<file path="config.mk">
export PLATFORM = sky130hd
export DESIGN_NAME = mem_port_arbiter
export DESIGN_NICKNAME = d
export VERILOG_FILES = /design/src/rtl/pq_mem_pkg.sv /design/src/rtl/rr_pick2.sv /design/src/rtl/mem_port_arbiter.sv
export SDC_FILE = /design/constraint.sdc
export NUM_CORES = 1
export LEC_CHECK = 0
export BUFFER_PORTS_ARGS = -buffer_cell sky130_fd_sc_hd__buf_2
export CELL_PAD_IN_SITES_DETAIL_PLACEMENT = 0
export CELL_PAD_IN_SITES_GLOBAL_PLACEMENT = 1
export CORE_AREA = 10 10 113 125
export CTS_CLUSTER_DIAMETER = 200
export DETAILED_ROUTE_END_ITERATION = 8
export DIE_AREA = 0 0 123 135
export HOLD_SLACK_MARGIN = 0.12
export PLACE_DENSITY_LB_ADDON = 0.3
export SLEW_MARGIN = 20
export SYNTH_ARGS = -nofsm -noshare
export SYNTH_HDL_FRONTEND = slang
export SYNTH_SLANG_ARGS = --single-unit
export TNS_END_PERCENT = 30
</file>
<file path="constraint.sdc">
create_clock -name CLK -period 1.57 [get_ports CLK]
set_input_delay 0.2355 -clock CLK [delete_from_list [all_inputs] [get_ports CLK]]
set_output_delay 0.2355 -clock CLK [all_outputs]
set_load 0.005 [all_outputs]
</file>
<file path="src/rtl/pq_mem_pkg.sv">
// Shared encodings for the main-memory port arbiter: FSM states and
// transaction owner identifiers.
package pq_mem_pkg;

  localparam int unsigned MEM_ADDR_W = 16;
  localparam int unsigned MEM_DATA_W = 16;

  typedef enum logic [1:0] {
    IDLE  = 2'd0,
    ISSUE = 2'd1,
    RESP  = 2'd2
  } arb_state_e;

  typedef enum logic {
    OWN_CPU = 1'b0,
    OWN_LD  = 1'b1
  } owner_e;

  function automatic owner_e other_owner(input owner_e o);
    return (o == OWN_CPU) ? OWN_LD : OWN_CPU;
  endfunction

endpackage

</file>
<file path="src/rtl/rr_pick2.sv">
// Combinational two-way picker: a lone requester wins; on a tie either the
// loader wins (fixed priority) or the side that did not go last wins.
module rr_pick2
  import pq_mem_pkg::*;
(
  input  logic [1:0] req,
  input  owner_e     last,
  input  logic       fixed_pri,
  output owner_e     grant,
  output logic       valid
);

  always_comb begin
    valid = |req;
    grant = OWN_CPU;
    case (req)
      2'b01:   grant = OWN_CPU;
      2'b10:   grant = OWN_LD;
      2'b11:   grant = fixed_pri ? OWN_LD : other_owner(last);
      default: grant = OWN_CPU;
    endcase
  end

endmodule

</file>
<file path="src/rtl/mem_port_arbiter.sv">
// Shares the single-port main memory between the CPU datapath and the loader
// port; one access at a time, three cycles each, CPU stalled while pending.
//
// state | meaning
// IDLE  | nothing in flight; arbitrate and latch the winner's request
// ISSUE | mem_en/mem_we driven from the latched request; write commits here
// RESP  | owner ack pulses; read data returned from memory
module mem_port_arbiter
  import pq_mem_pkg::*;
#(
  parameter int unsigned ADDR_W          = MEM_ADDR_W,
  parameter int unsigned DATA_W          = MEM_DATA_W,
  parameter int unsigned LOADER_PRIORITY = 0
) (
  input  logic              CLK,
  input  logic              Reset,
  input  logic              cpu_req,
  input  logic              cpu_we,
  input  logic [ADDR_W-1:0] cpu_addr,
  input  logic [DATA_W-1:0] cpu_wdata,
  output logic              cpu_ack,
  output logic [DATA_W-1:0] cpu_rdata,
  output logic              cpu_stall,
  input  logic              ld_req,
  input  logic              ld_we,
  input  logic [ADDR_W-1:0] ld_addr,
  input  logic [DATA_W-1:0] ld_wdata,
  output logic              ld_ack,
  output logic [DATA_W-1:0] ld_rdata,
  output logic              mem_en,
  output logic              mem_we,
  output logic [ADDR_W-1:0] mem_addr,
  output logic [DATA_W-1:0] mem_wdata,
  input  logic [DATA_W-1:0] mem_rdata
);

  arb_state_e        state_q, state_d;
  owner_e            owner_q, owner_d;
  owner_e            last_owner_q, last_owner_d;
  owner_e            pick_grant;
  logic              pick_valid;
  logic              txn_we_q, txn_we_d;
  logic              mem_en_q, mem_en_d;
  logic              mem_we_q, mem_we_d;
  logic [ADDR_W-1:0] mem_addr_q, mem_addr_d;
  logic [DATA_W-1:0] mem_wdata_q, mem_wdata_d;
  logic              cpu_ack_q, cpu_ack_d;
  logic              ld_ack_q, ld_ack_d;
  logic [DATA_W-1:0] cpu_rdata_q, cpu_rdata_d;
  logic [DATA_W-1:0] ld_rdata_q, ld_rdata_d;

  rr_pick2 u_pick (
    .req       ({ld_req, cpu_req}),
    .last      (last_owner_q),
    .fixed_pri (LOADER_PRIORITY != 0),
    .grant     (pick_grant),
    .valid     (pick_valid)
  );

  always_comb begin
    state_d      = state_q;
    owner_d      = owner_q;
    last_owner_d = last_owner_q;
    txn_we_d     = txn_we_q;
    mem_en_d     = 1'b0;
    mem_we_d     = 1'b0;
    mem_addr_d   = mem_addr_q;
    mem_wdata_d  = mem_wdata_q;
    cpu_ack_d    = 1'b0;
    ld_ack_d     = 1'b0;
    cpu_rdata_d  = cpu_rdata_q;
    ld_rdata_d   = ld_rdata_q;

    case (state_q)
      IDLE: begin
        if (pick_valid) begin
          owner_d = pick_grant;
          if (pick_grant == OWN_LD) begin
            txn_we_d    = ld_we;
            mem_addr_d  = ld_addr;
            mem_wdata_d = ld_wdata;
          end else begin
            txn_we_d    = cpu_we;
            mem_addr_d  = cpu_addr;
            mem_wdata_d = cpu_wdata;
          end
          // mem_addr/mem_wdata double as the request latch
          mem_en_d = 1'b1;
          mem_we_d = txn_we_d;
          state_d  = ISSUE;
        end
      end
      ISSUE: begin
        cpu_ack_d = (owner_q == OWN_CPU);
        ld_ack_d  = (owner_q == OWN_LD);
        state_d   = RESP;
      end
      RESP: begin
        if (!txn_we_q) begin
          if (owner_q == OWN_CPU) cpu_rdata_d = mem_rdata;
          else                    ld_rdata_d  = mem_rdata;
        end
        last_owner_d = owner_q;
        state_d      = IDLE;
      end
      default: state_d = IDLE;
    endcase
  end

  always_ff @(posedge CLK) begin
    if (Reset) begin
      state_q      <= IDLE;
      owner_q      <= OWN_CPU;
      last_owner_q <= OWN_LD;
      txn_we_q     <= 1'b0;
      mem_en_q     <= 1'b0;
      mem_we_q     <= 1'b0;
      mem_addr_q   <= '0;
      mem_wdata_q  <= '0;
      cpu_ack_q    <= 1'b0;
      ld_ack_q     <= 1'b0;
      cpu_rdata_q  <= '0;
      ld_rdata_q   <= '0;
    end else begin
      state_q      <= state_d;
      owner_q      <= owner_d;
      last_owner_q <= last_owner_d;
      txn_we_q     <= txn_we_d;
      mem_en_q     <= mem_en_d;
      mem_we_q     <= mem_we_d;
      mem_addr_q   <= mem_addr_d;
      mem_wdata_q  <= mem_wdata_d;
      cpu_ack_q    <= cpu_ack_d;
      ld_ack_q     <= ld_ack_d;
      cpu_rdata_q  <= cpu_rdata_d;
      ld_rdata_q   <= ld_rdata_d;
    end
  end

  assign mem_en    = mem_en_q;
  assign mem_we    = mem_we_q;
  assign mem_addr  = mem_addr_q;
  assign mem_wdata = mem_wdata_q;
  assign cpu_ack   = cpu_ack_q;
  assign ld_ack    = ld_ack_q;
  assign cpu_stall = cpu_req & ~cpu_ack_q;

  // Memory data only exists during RESP, so it is forwarded alongside the ack
  // and the register holds it afterwards.
  assign cpu_rdata = (cpu_ack_q && !txn_we_q) ? mem_rdata : cpu_rdata_q;
  assign ld_rdata  = (ld_ack_q  && !txn_we_q) ? mem_rdata : ld_rdata_q;

endmodule
</file>
* Yosys cells after proc, flatten, opt, wreduce, memory -nomap -nowiden
Index checks and enable logic that the tools add are counted.
Storage, ports and cells: memory bits (writable) 0, flip-flop bits (word level) 73, logic and storage cells 45, memories 0, output and inout port bits 69, ROM bits 0, input bits 86, bits in latches 0
Operators by class: reduce and logical (&&, ||, !) cells 11, div/mod/pow operators 0, order comparisons 0, $add $sub $neg 0, multiplexer cells 10, eq/ne operators 5, shift-type cells 0, multiply operators 0, bitwise operators 7
Operator list (number):
- $mux 16 | 4
- $eq 2x2->1 const B | 3
- $not 1->1 | 6
- $reduce_and 3->1 | 2
- $reduce_or 2->1 | 3
- $pmux 2 s2 | 1
- $mux 1 | 3
- $reduce_or 3->1 | 1
- $eq 2x1->1 const B | 1
- $logic_and 1x1->1 | 2
- $logic_not 2->1 | 1
- $mux 2 | 1
- $ne 2x2->1 const B | 1
- $pmux 1 s2 | 1
- $reduce_and 2->1 | 1
- $and 1x1->1 | 1
- $logic_not 1->1 | 1

* Depth between registers and ports, before layout
Gate-level depths: netlist (run 1).
depth in word-level cells 3, gate-level depth with buffers 6, gate-level depth less buffers 3

* Cells and area by module
A second synthesis (run 1) with hierarchy kept.
Unflattened totals: cell total of the unflattened synthesis 319, area, all modules 3176.8 um^2
By module, submodules not included:
- mem_port_arbiter | times used 1, seq. area each 1461.4 um^2, area each 3159.3 um^2, cells each 316
- rr_pick2 | times used 1, seq. area each 0.0 um^2, area each 17.5 um^2, cells each 3

* Worst setup path before layout (run 1)
OpenSTA, ideal clock, no wires.
path kind flip-flop to output port, start point register txn_we_q, end point output cpu_rdata[10], required time 1.334 ns, buffers on the path 2, arrival 1.267 ns, setup slack 0.068 ns, cell stages (with the launch flop) 5, path through dfxtp_1 > nand2b_1 > buf_2 > buf_2 > mux2_2
Between the ends: cells in the longest elaborated chain, start to end 3
RTL lines:
- start, declared | line mem_port_arbiter.sv:42 | logic txn_we_q, txn_we_d;
- start signal, assigned | line mem_port_arbiter.sv:128 | txn_we_q <= txn_we_d;
- $logic_not 1->1 | line mem_port_arbiter.sv:150 | assign cpu_rdata = (cpu_ack_q && !txn_we_q) ? mem_rdata : cpu_rdata_q;
- $logic_and 1x1->1 | line mem_port_arbiter.sv:150
- $mux 16 | line mem_port_arbiter.sv:150
- end, declared | line mem_port_arbiter.sv:22 | output logic [DATA_W-1:0] cpu_rdata,
No other way between the ends.

* Worst setup path after layout (run 1)
start point register txn_we_q, end point output ld_rdata[1]
Between the ends: cells in the longest elaborated chain, start to end 3
RTL lines:
- $logic_not 1->1 | line mem_port_arbiter.sv:151 | assign ld_rdata = (ld_ack_q && !txn_we_q) ? mem_rdata : ld_rdata_q;
- $logic_and 1x1->1 | line mem_port_arbiter.sv:151
- $mux 16 | line mem_port_arbiter.sv:151
- end, declared | line mem_port_arbiter.sv:29 | output logic [DATA_W-1:0] ld_rdata,
No other way between the ends.

==> impl_metrics.toml, run 1 <==
[status]
status = "finished with violations"
violations = "setup timing"

[critical_path]
rrSetupSlack_ns = -0.01
crit_chain = "nor2b_4 -> buf_6 -> mux2_4 -> buf_6"
rr_endpoint = "cpu_rdata_q[6]$_SDFFE_PP0P_"
crit_top_cell = "buf_6"
critPathSlowestCell = "dfxtp_4"
reg2reg_depth = 6
arrival_ns = 1.48
crit_type = "reg -> out"
r2r-start = "txn_we_q$_SDFFE_PP0P_"
start_kind = "flip-flop"
worstPathRequired_ns = 1.33
max_stage_delay_ns = 0.36
critPathCaptureType = "output pin"
cp_max_fo = 6

[yosys]
ys_seq_elements = 73
yosys.cell_types.count = 29
ys_warn_count = 0
yosysSeqAreaShare = 0.417
postSynth.asyncResetShare = 0
syn_avg_cell_area_sq_um = 8.90
postSynthCellCount = 394
synthFlopType = "dfxtp_1"
syn_nets = 480
synth_edf_count = 0
netlist_area_sq_um = 3510

[finish]
area_delta_synth_final_pct = 47.9
fin_nets = 633
final_cell_mix = "nand2_1, buf_2, dfxtp_1"
fillers = 1151
mostFrequentLayoutCell = "nand2_1"
fin_cells = 702
final_util = 0.454
seq_area_sq_um = 1470
multi_input_area_sq_um = 2010
insertedDiodeCount = 0
drive_gt1_frac = 0.495

[placed_design]
dp_cells = 682
place_ws_ns = 0.109
place_congestion = 0.731
hpwlAfterDp_mm = 8.37
io_buffers = 154

[sta]
hold_violations = 0
finalClockSkew_ns = 0.00751
rsz0062_at_grt = "yes"
max_slew_margin = 0.702
setup_tns_ns = -3.61
drv_slew = 0
setup_violations = 34
tightest_slew_ns = 0.448
fin_crit_sh = 1.09
fin_crit_ns = 1.71
worst_slack_ns = -0.145
max_freq_mhz = 583

[power_and_ir_drop]
leakagePower_nw = 2.26
powerDensity_nw_per_um2 = 957
peakVddDrop_v = 0.000409

[die]
core_sq_um = 11400
die_y_um = 135
die-area_sq_um = 16600
ios = 155
core.rowCount = 41
die_w_um = 123
initial_core_util = 0.307

[routing]
ant_nets = 0
dr.pass1.iters = 4
drcViolationCount = 0
drt_iter0_markers = 140
post_drt_via_cell_ratio = 4.91
vias = 3448
wire_per_inst_um = 16.7
totalWireLength_mm = 11.7

[min_path]
min_from = "cpu_wdata[1]"
hold_end = "mem_wdata[1]$_SDFFE_PP0P_"
whs_path_depth = 3
min-delay-path-class = "in -> reg"

[global_routing]
grt_antenna_before_repair = 0
grt.overflow.total = 0
grt_pass1_vias = 3582
grt_pass1_wl_mm = 18.3
grt_max_degree = 37
grt_usage = 0.136

[clock_network]
cts-root-buf = "clkbuf_16"
cts_made_buffers = 9
clock_path_buffers = 2
cts_sinks = 73
cts_tree = "done"
htreeDepth = 3
insertion_delay_ns = 0.33
postCtsHoldBufs = 0
clkTransAtPathRegs_ns = 0.06

[flow_run]
drv_cap = 0
==> per-stage QoR <==
stage / total power, W / cell area, sq um / hold WS, ns
after detailed placement: 0.00303 / 4490 / 0.445
after floorplan: 0.00261 / 3510 / 0.371
final: 0.00497 / 5190 / 0.177
after global routing: 0.00520 / 5190 / 0.172
after global placement: 0.00301 / 4490 / 0.442
after CTS: 0.00498 / 5000 / 0.162
==> timing repair <==
action | in CTS | in global routing
buffers inserted | 3 | 0
pin swaps | 0 | 2
gates resized for setup | 47 | 39
setup endpoints to repair | 32 | 64
gates cloned | 1 | 0
==> flip-flops by register name (all words and copies together) (netlist names) <==
name,cells
cpu_ack,1
cpu_rdata_q,16
last_owner_q,1
ld_ack,1
ld_rdata_q,16
mem_addr,16
mem_en,1
mem_wdata,16
mem_we,1
owner_q,1
state_q,2
txn_we_q,1
==> where the power goes <==
part           internal [W]  switching [W]
combinational      0.000502       0.000512
clock               0.00115       0.000748
sequential          0.00198      0.0000725
==> Yosys cell counts (all sizes together), types with 2 or more instances <==
master  instances  share of area
and2            2         0.0036
buf            19          0.039
a311oi         32           0.13
mux2           32           0.10
nor2            3         0.0039
nand2         129           0.14
a21bo           2         0.0057
dfxtp          73           0.42
a21oi          66          0.094
nor2b           5         0.0089
clkbuf         18          0.020
==> final cells by class <==
cell class | count | share of cell area
clock buffer | 13 | 0.0502
clock inverter | 3 | 0.00289
multi-input combinational | 284 | 0.388
sequential | 73 | 0.283
tap | 150 | 0.0362
timing repair buffer | 179 | 0.240
==> metal layers <==
metal,GRT usage,up-vias,part of all wire
met5,0,-,0
met4,0.0531,0,0.018
met3,0.0530,16,0.096
met2,0.214,143,0.47
met1,0.162,1609,0.42
li1,-,1680,-
==> worst max-delay path, delay by kind of cell (launching register included) <==
kind / cells / cell delay (ns)
buffers and inverters: 2 / 0.29
flip-flops: 1 / 0.36
AND/OR/NAND/NOR: 1 / 0.18
multiplexers: 1 / 0.32
==> logic make-up (layout without fill, tap and decap cells) <==
kind of cell | after synthesis | after routing | synth area share
multiplexers | 33 | 33 | 0.106
buffers and inverters | 37 | 195 | 0.0585
flip-flops | 73 | 73 | 0.417
AND/OR/NAND/NOR | 148 | 148 | 0.179
AO/OA/AOI/OAI | 103 | 103 | 0.241
==> worst max path at each step <==
stage                          startpoint            end  cells after the start
floorplan           txn_we_q$_SDFFE_PP0P_  cpu_rdata[10]                      4
global placement    txn_we_q$_SDFFE_PP0P_   ld_rdata[10]                      4
detailed placement  txn_we_q$_SDFFE_PP0P_   ld_rdata[13]                      4
CTS                 txn_we_q$_SDFFE_PP0P_   ld_rdata[15]                      4
global route            ld_ack$_SDFF_PP0_    ld_rdata[1]                      4
finish              txn_we_q$_SDFFE_PP0P_    ld_rdata[1]                      4
No activity file was read; power rests on OpenSTA's default activity.
==> run 2: changes to the inputs <==
--- a/config.mk
+++ b/config.mk
@@ -8,12 +8,13 @@
 export BUFFER_PORTS_ARGS = -buffer_cell sky130_fd_sc_hd__buf_2
 export CELL_PAD_IN_SITES_DETAIL_PLACEMENT = 0
 export CELL_PAD_IN_SITES_GLOBAL_PLACEMENT = 1
-export CORE_AREA = 10 10 113 125
+export CORE_AREA = 10 10 118 120
 export CTS_CLUSTER_DIAMETER = 200
 export DETAILED_ROUTE_END_ITERATION = 8
-export DIE_AREA = 0 0 123 135
+export DIE_AREA = 0 0 128 130
 export HOLD_SLACK_MARGIN = 0.12
-export PLACE_DENSITY_LB_ADDON = 0.3
+export PLACE_DENSITY_LB_ADDON = 0.1
+export REMOVE_ABC_BUFFERS = 1
 export SLEW_MARGIN = 20
 export SYNTH_ARGS = -nofsm -noshare
 export SYNTH_HDL_FRONTEND = slang
==> impl_metrics.toml, run 2 (same netlist as run 1, synthesis figures left out) <==
[status]
status = "finished with violations"
violations = "setup timing"

[critical_path]
crit_buf_inv = 2
crit_chain = "nand2b_4 -> buf_12 -> mux2_2 -> buf_2"
crit_type = "reg -> out"
critPathCaptureType = "output pin"
critPathSlowestCell = "dfxtp_4"
arrival_ns = 1.46
max_stage_delay_ns = 0.36
cp_max_fo = 8
start_kind = "flip-flop"
crit_family = "flip-flops"
worstPathRequired_ns = 1.33

[flow_run]
drv_cap = 0

[finish]
mostFrequentLayoutCell = "nand2_1"
fillers = 1187
fin_nets = 629
multi_input_area_sq_um = 1980
final_cell_mix = "nand2_1, buf_2, dfxtp_1"
area_delta_synth_final_pct = 46.7
seq_area_sq_um = 1470
drive_gt1_frac = 0.478

[routing]
vias = 3366
dr.pass1.iters = 4
post_drt_via_cell_ratio = 4.84
drt_iter0_markers = 166
ant_nets = 0
totalWireLength_mm = 12.1
drcViolationCount = 0
wire_per_inst_um = 17.3

[sta]
fin_crit_sh = 1.08
max_freq_mhz = 589
tightest_slew_ns = 0.428
setup_violations = 32
fin_crit_ns = 1.70
setup_tns_ns = -3.28
max_slew_margin = 0.714
hold_violations = 0
drv_slew = 0
rsz0062_at_grt = "yes"
worst_slack_ns = -0.129
finalClockSkew_ns = 0.00521

[power_and_ir_drop]
power.total_w = 0.00498
leakagePower_nw = 2.23
powerDensity_nw_per_um2 = 967
peakVddDrop_v = 0.000381

[global_routing]
grt_usage = 0.141
grt_pass1_vias = 3635
grt.overflow.total = 0
grt_max_degree = 38
grt_antenna_before_repair = 2
grt_pass1_wl_mm = 18.9

[die]
initial_core_util = 0.300
die_y_um = 130
die-area_sq_um = 16600
core.rowCount = 40
die_w_um = 128
core_sq_um = 11700
ios = 155

[clock_network]
htreeDepth = 3
clock_path_buffers = 2
cts_sinks = 73
postCtsHoldBufs = 0
cts-root-buf = "clkbuf_16"
cts_tree = "done"
clkTransAtPathRegs_ns = 0.06
insertion_delay_ns = 0.33
cts_made_buffers = 9

[placed_design]
place_congestion = 0.726
io_buffers = 154
hpwlAfterDp_mm = 8.22
place_ws_ns = 0.156

[min_path]
min-delay-path-class = "in -> reg"
==> run 2: cell count changes in the layout (fill, tap and decap cells not counted), moves of 4 or more <==
cell	change
a21oi_1	+5
buf_4	-4
buf_6	-6
a21oi_2	-5
==> run 2: report_power, final <==
group / leakage, nW / total (W) / internal, W / switching (W)
logic: 1.49 / 0.00101 / 0.000497 / 0.000513
clock network: 0.133 / 0.00191 / 0.00116 / 0.000759
registers: 0.600 / 0.00205 / 0.00198 / 0.0000704
total: 2.23 / 0.00498 / 0.00364 / 0.00134
==> run 2: final timing paths <==
check | from | to | slack, ns | cells after the start
worst min register to register | ld_rdata_q[7]$_SDFFE_PP0P_ | ld_rdata_q[7]$_SDFFE_PP0P_ | 0.45 | 2
worst min-delay path | cpu_wdata[0] | mem_wdata[0]$_SDFFE_PP0P_ | 0.17 | 3
worst max register to register | txn_we_q$_SDFFE_PP0P_ | cpu_rdata_q[7]$_SDFFE_PP0P_ | 0.08 | 5
worst max-delay path | txn_we_q$_SDFFE_PP0P_ | cpu_rdata[7] | -0.13 | 4
==> run 2: cell type report <==
cell class	count	area share
antenna	1	0.000486
clock inverter	2	0.00243
sequential	73	0.285
multi-input combinational	284	0.385
tap	147	0.0357
clock buffer	14	0.0513
timing repair buffer	175	0.240
==> run 2: metrics by stage <==
stage	instance area [sq um]	hold WS, ns	instances	util
6_report	5150	0.167	696	0.439
4_1_cts	5040	0.157	695	0.430
2_1_floorplan	3300	0.300	357	-
5_1_grt	5140	0.166	695	0.439
3_3_place_gp	4510	0.438	676	0.385
3_5_place_dp	4510	0.445	676	0.385
==> run 2: timing repair <==
item                                    4_1_cts  5_1_grt
endpoints found under the setup margin       32       32
cloned                                        1        1
resized for setup                            44       26
pin swaps                                     0        0
buffers inserted                              2        1
==> run 2: routing by layer <==
layer,part of all wire,routed length [um],GRT usage
met1,0.42,5070,0.154
met3,0.11,1290,0.0767
met2,0.46,5570,0.235
met4,0.010,121,0.0377
met5,0.0017,20,0
==> run 2: tightest hold or removal path, stage by stage <==
cell      delay, ns
buf_2          0.09
nand2_1        0.04
a311oi_1       0.07
==> run 3: changes to the inputs <==
--- a/config.mk
+++ b/config.mk
@@ -5,13 +5,14 @@
 export SDC_FILE = /design/constraint.sdc
 export NUM_CORES = 1
 export LEC_CHECK = 0
-export BUFFER_PORTS_ARGS = -buffer_cell sky130_fd_sc_hd__buf_2
-export CELL_PAD_IN_SITES_DETAIL_PLACEMENT = 0
-export CELL_PAD_IN_SITES_GLOBAL_PLACEMENT = 1
-export CORE_AREA = 10 10 118 120
+export BUFFER_PORTS_ARGS = -buffer_cell sky130_fd_sc_hd__buf_4
+export CAP_MARGIN = 20
+export CELL_PAD_IN_SITES_DETAIL_PLACEMENT = 1
+export CELL_PAD_IN_SITES_GLOBAL_PLACEMENT = 2
+export CORE_AREA = 10 10 132 134
 export CTS_CLUSTER_DIAMETER = 200
 export DETAILED_ROUTE_END_ITERATION = 8
-export DIE_AREA = 0 0 128 130
+export DIE_AREA = 0 0 142 144
 export HOLD_SLACK_MARGIN = 0.12
 export PLACE_DENSITY_LB_ADDON = 0.1
 export REMOVE_ABC_BUFFERS = 1
==> impl_metrics.toml, run 3 (same netlist as run 1, synthesis figures left out) <==
[clock_network]
cts_made_buffers = 9
clock_path_buffers = 2
htreeDepth = 3
cts_tree = "done"
cts_sinks = 73
clkTransAtPathRegs_ns = 0.06
insertion_delay_ns = 0.34
cts-root-buf = "clkbuf_16"

[sta]
finalClockSkew_ns = 0.00645
hold_violations = 0
setup_violations = 32
drv_slew = 0
tightest_slew_ns = 0.298
worst_slack_ns = -0.143
max_slew_margin = 0.796
max_freq_mhz = 584
fin_crit_sh = 1.09
rsz0062_at_grt = "yes"
fin_crit_ns = 1.71

[finish]
mostFrequentLayoutCell = "buf_4"
fin_cells = 737
drive_gt1_frac = 0.485
multi_input_area_sq_um = 1930
insertedDiodeCount = 0
seq_area_sq_um = 1470
final_util = 0.367
area_delta_synth_final_pct = 55.4
final_cell_mix = "buf_4, nand2_1, dfxtp_1"
fin_nets = 630
fillers = 1701

[placed_design]
hpwlAfterDp_mm = 9.42
place_congestion = 0.733
dp_cells = 719
io_buffers = 154

[global_routing]
grt_pass1_vias = 3696
grt_pass1_wl_mm = 20.5
grt.overflow.total = 0
grt_antenna_before_repair = 0
grt_usage = 0.128
grt_max_degree = 34

[routing]
drt_iter0_markers = 120
totalWireLength_mm = 13.1
drcViolationCount = 0
vias = 3345
wire_per_inst_um = 17.8
dr.pass1.iters = 4
ant_nets = 0
post_drt_via_cell_ratio = 4.54

[critical_path]
worstPathRequired_ns = 1.33
crit_end = "ld_rdata[1]"
rrSetupSlack_ns = 0.07
setup.worst_path.start = "txn_we_q$_SDFFE_PP0P_"
critPathCaptureType = "output pin"
arrival_ns = 1.48
rr_endpoint = "cpu_rdata_q[13]$_SDFFE_PP0P_"
reg2reg_depth = 5
crit_chain = "nor2b_4 -> buf_12 -> mux2_2 -> buf_4"
max_stage_delay_ns = 0.36
crit_type = "reg -> out"
start_kind = "flip-flop"
r2r-start = "txn_we_q$_SDFFE_PP0P_"
cp_max_fo = 16
critPathSlowestCell = "mux2_2"

[flow_run]
drv_cap = 0

[min_path]
min-delay-path-class = "in -> reg"
whs_path_depth = 3

[die]
die_y_um = 144
core_sq_um = 14900
initial_core_util = 0.236
ios = 155
die_w_um = 142
core.rowCount = 45
die-area_sq_um = 20400

[power_and_ir_drop]
leakagePower_nw = 2.33
power.total_w = 0.00539
powerDensity_nw_per_um2 = 989
peakVddDrop_v = 0.000497

[status]
violations = "setup timing"
status = "finished with violations"
[run 3: routing by layer]
| metal | up-vias | GRT usage | part of all wire |
|---|---|---|---|
| met5 | - | 0 | 0 |
| met1 | 1550 | 0.139 | 0.41 |
| met3 | 12 | 0.0705 | 0.11 |
| li1 | 1680 | - | - |
| met2 | 103 | 0.205 | 0.47 |
| met4 | 0 | 0.0452 | 0.013 |
[run 3: report_power, final]
group	switching (W)	internal [W]	total [W]
Combinational	0.000526	0.000615	0.00114
Clock	0.000813	0.00138	0.00219
Sequential	0.0000771	0.00198	0.00206
[run 3: stage by stage]
step / hold slack, ns / setup TNS (ns) / area [sq um] / worst slack, ns
6_report: 0.162 / -3.83 / 5450 / -0.143
5_1_grt: 0.161 / -5.60 / 5450 / -0.210
4_1_cts: 0.151 / -4.73 / 5450 / -0.175
3_5_place_dp: 0.447 / 0 / 4960 / 0.0995
3_3_place_gp: 0.440 / 0 / 4960 / 0.148
2_1_floorplan: 0.300 / -44.46 / 3300 / -1.06
[run 3: worst max-delay path: cells and delay by family (launching register included)]
kind                   cells  cell delay (ns)
muxes                      1             0.36
DFF                        1             0.35
buffers and inverters      2             0.31
and+or+nand+nor            1             0.12
[run 3: repair_timing]
item,CTS,global route
setup endpoints to repair,32,37
setup buffers,1,0
hold buffers,0,0
resized for setup,40,1
cloned,1,0
[run 3: how the worst min path moves through the flow]
| stage | to | startpoint |
|---|---|---|
| after floorplan | txn_we_q$_SDFFE_PP0P_ | Reset |
| after global placement | ld_rdata_q[8]$_SDFFE_PP0P_ | ld_rdata_q[8]$_SDFFE_PP0P_ |
| after detailed placement | ld_rdata_q[3]$_SDFFE_PP0P_ | ld_rdata_q[3]$_SDFFE_PP0P_ |
| after CTS | cpu_rdata_q[10]$_SDFFE_PP0P_ | mem_rdata[10] |
| after global routing | ld_rdata_q[5]$_SDFFE_PP0P_ | mem_rdata[5] |
| final | cpu_rdata_q[10]$_SDFFE_PP0P_ | mem_rdata[10] |
[run 3: layout make-up]
cell class                      count  share of cell area
Timing Repair Buffer              176               0.276
Sequential cell                    73               0.269
Tap cell                          188              0.0431
Multi-Input combinational cell    284               0.355
Clock inverter                      7              0.0156
Clock buffer                        9              0.0413
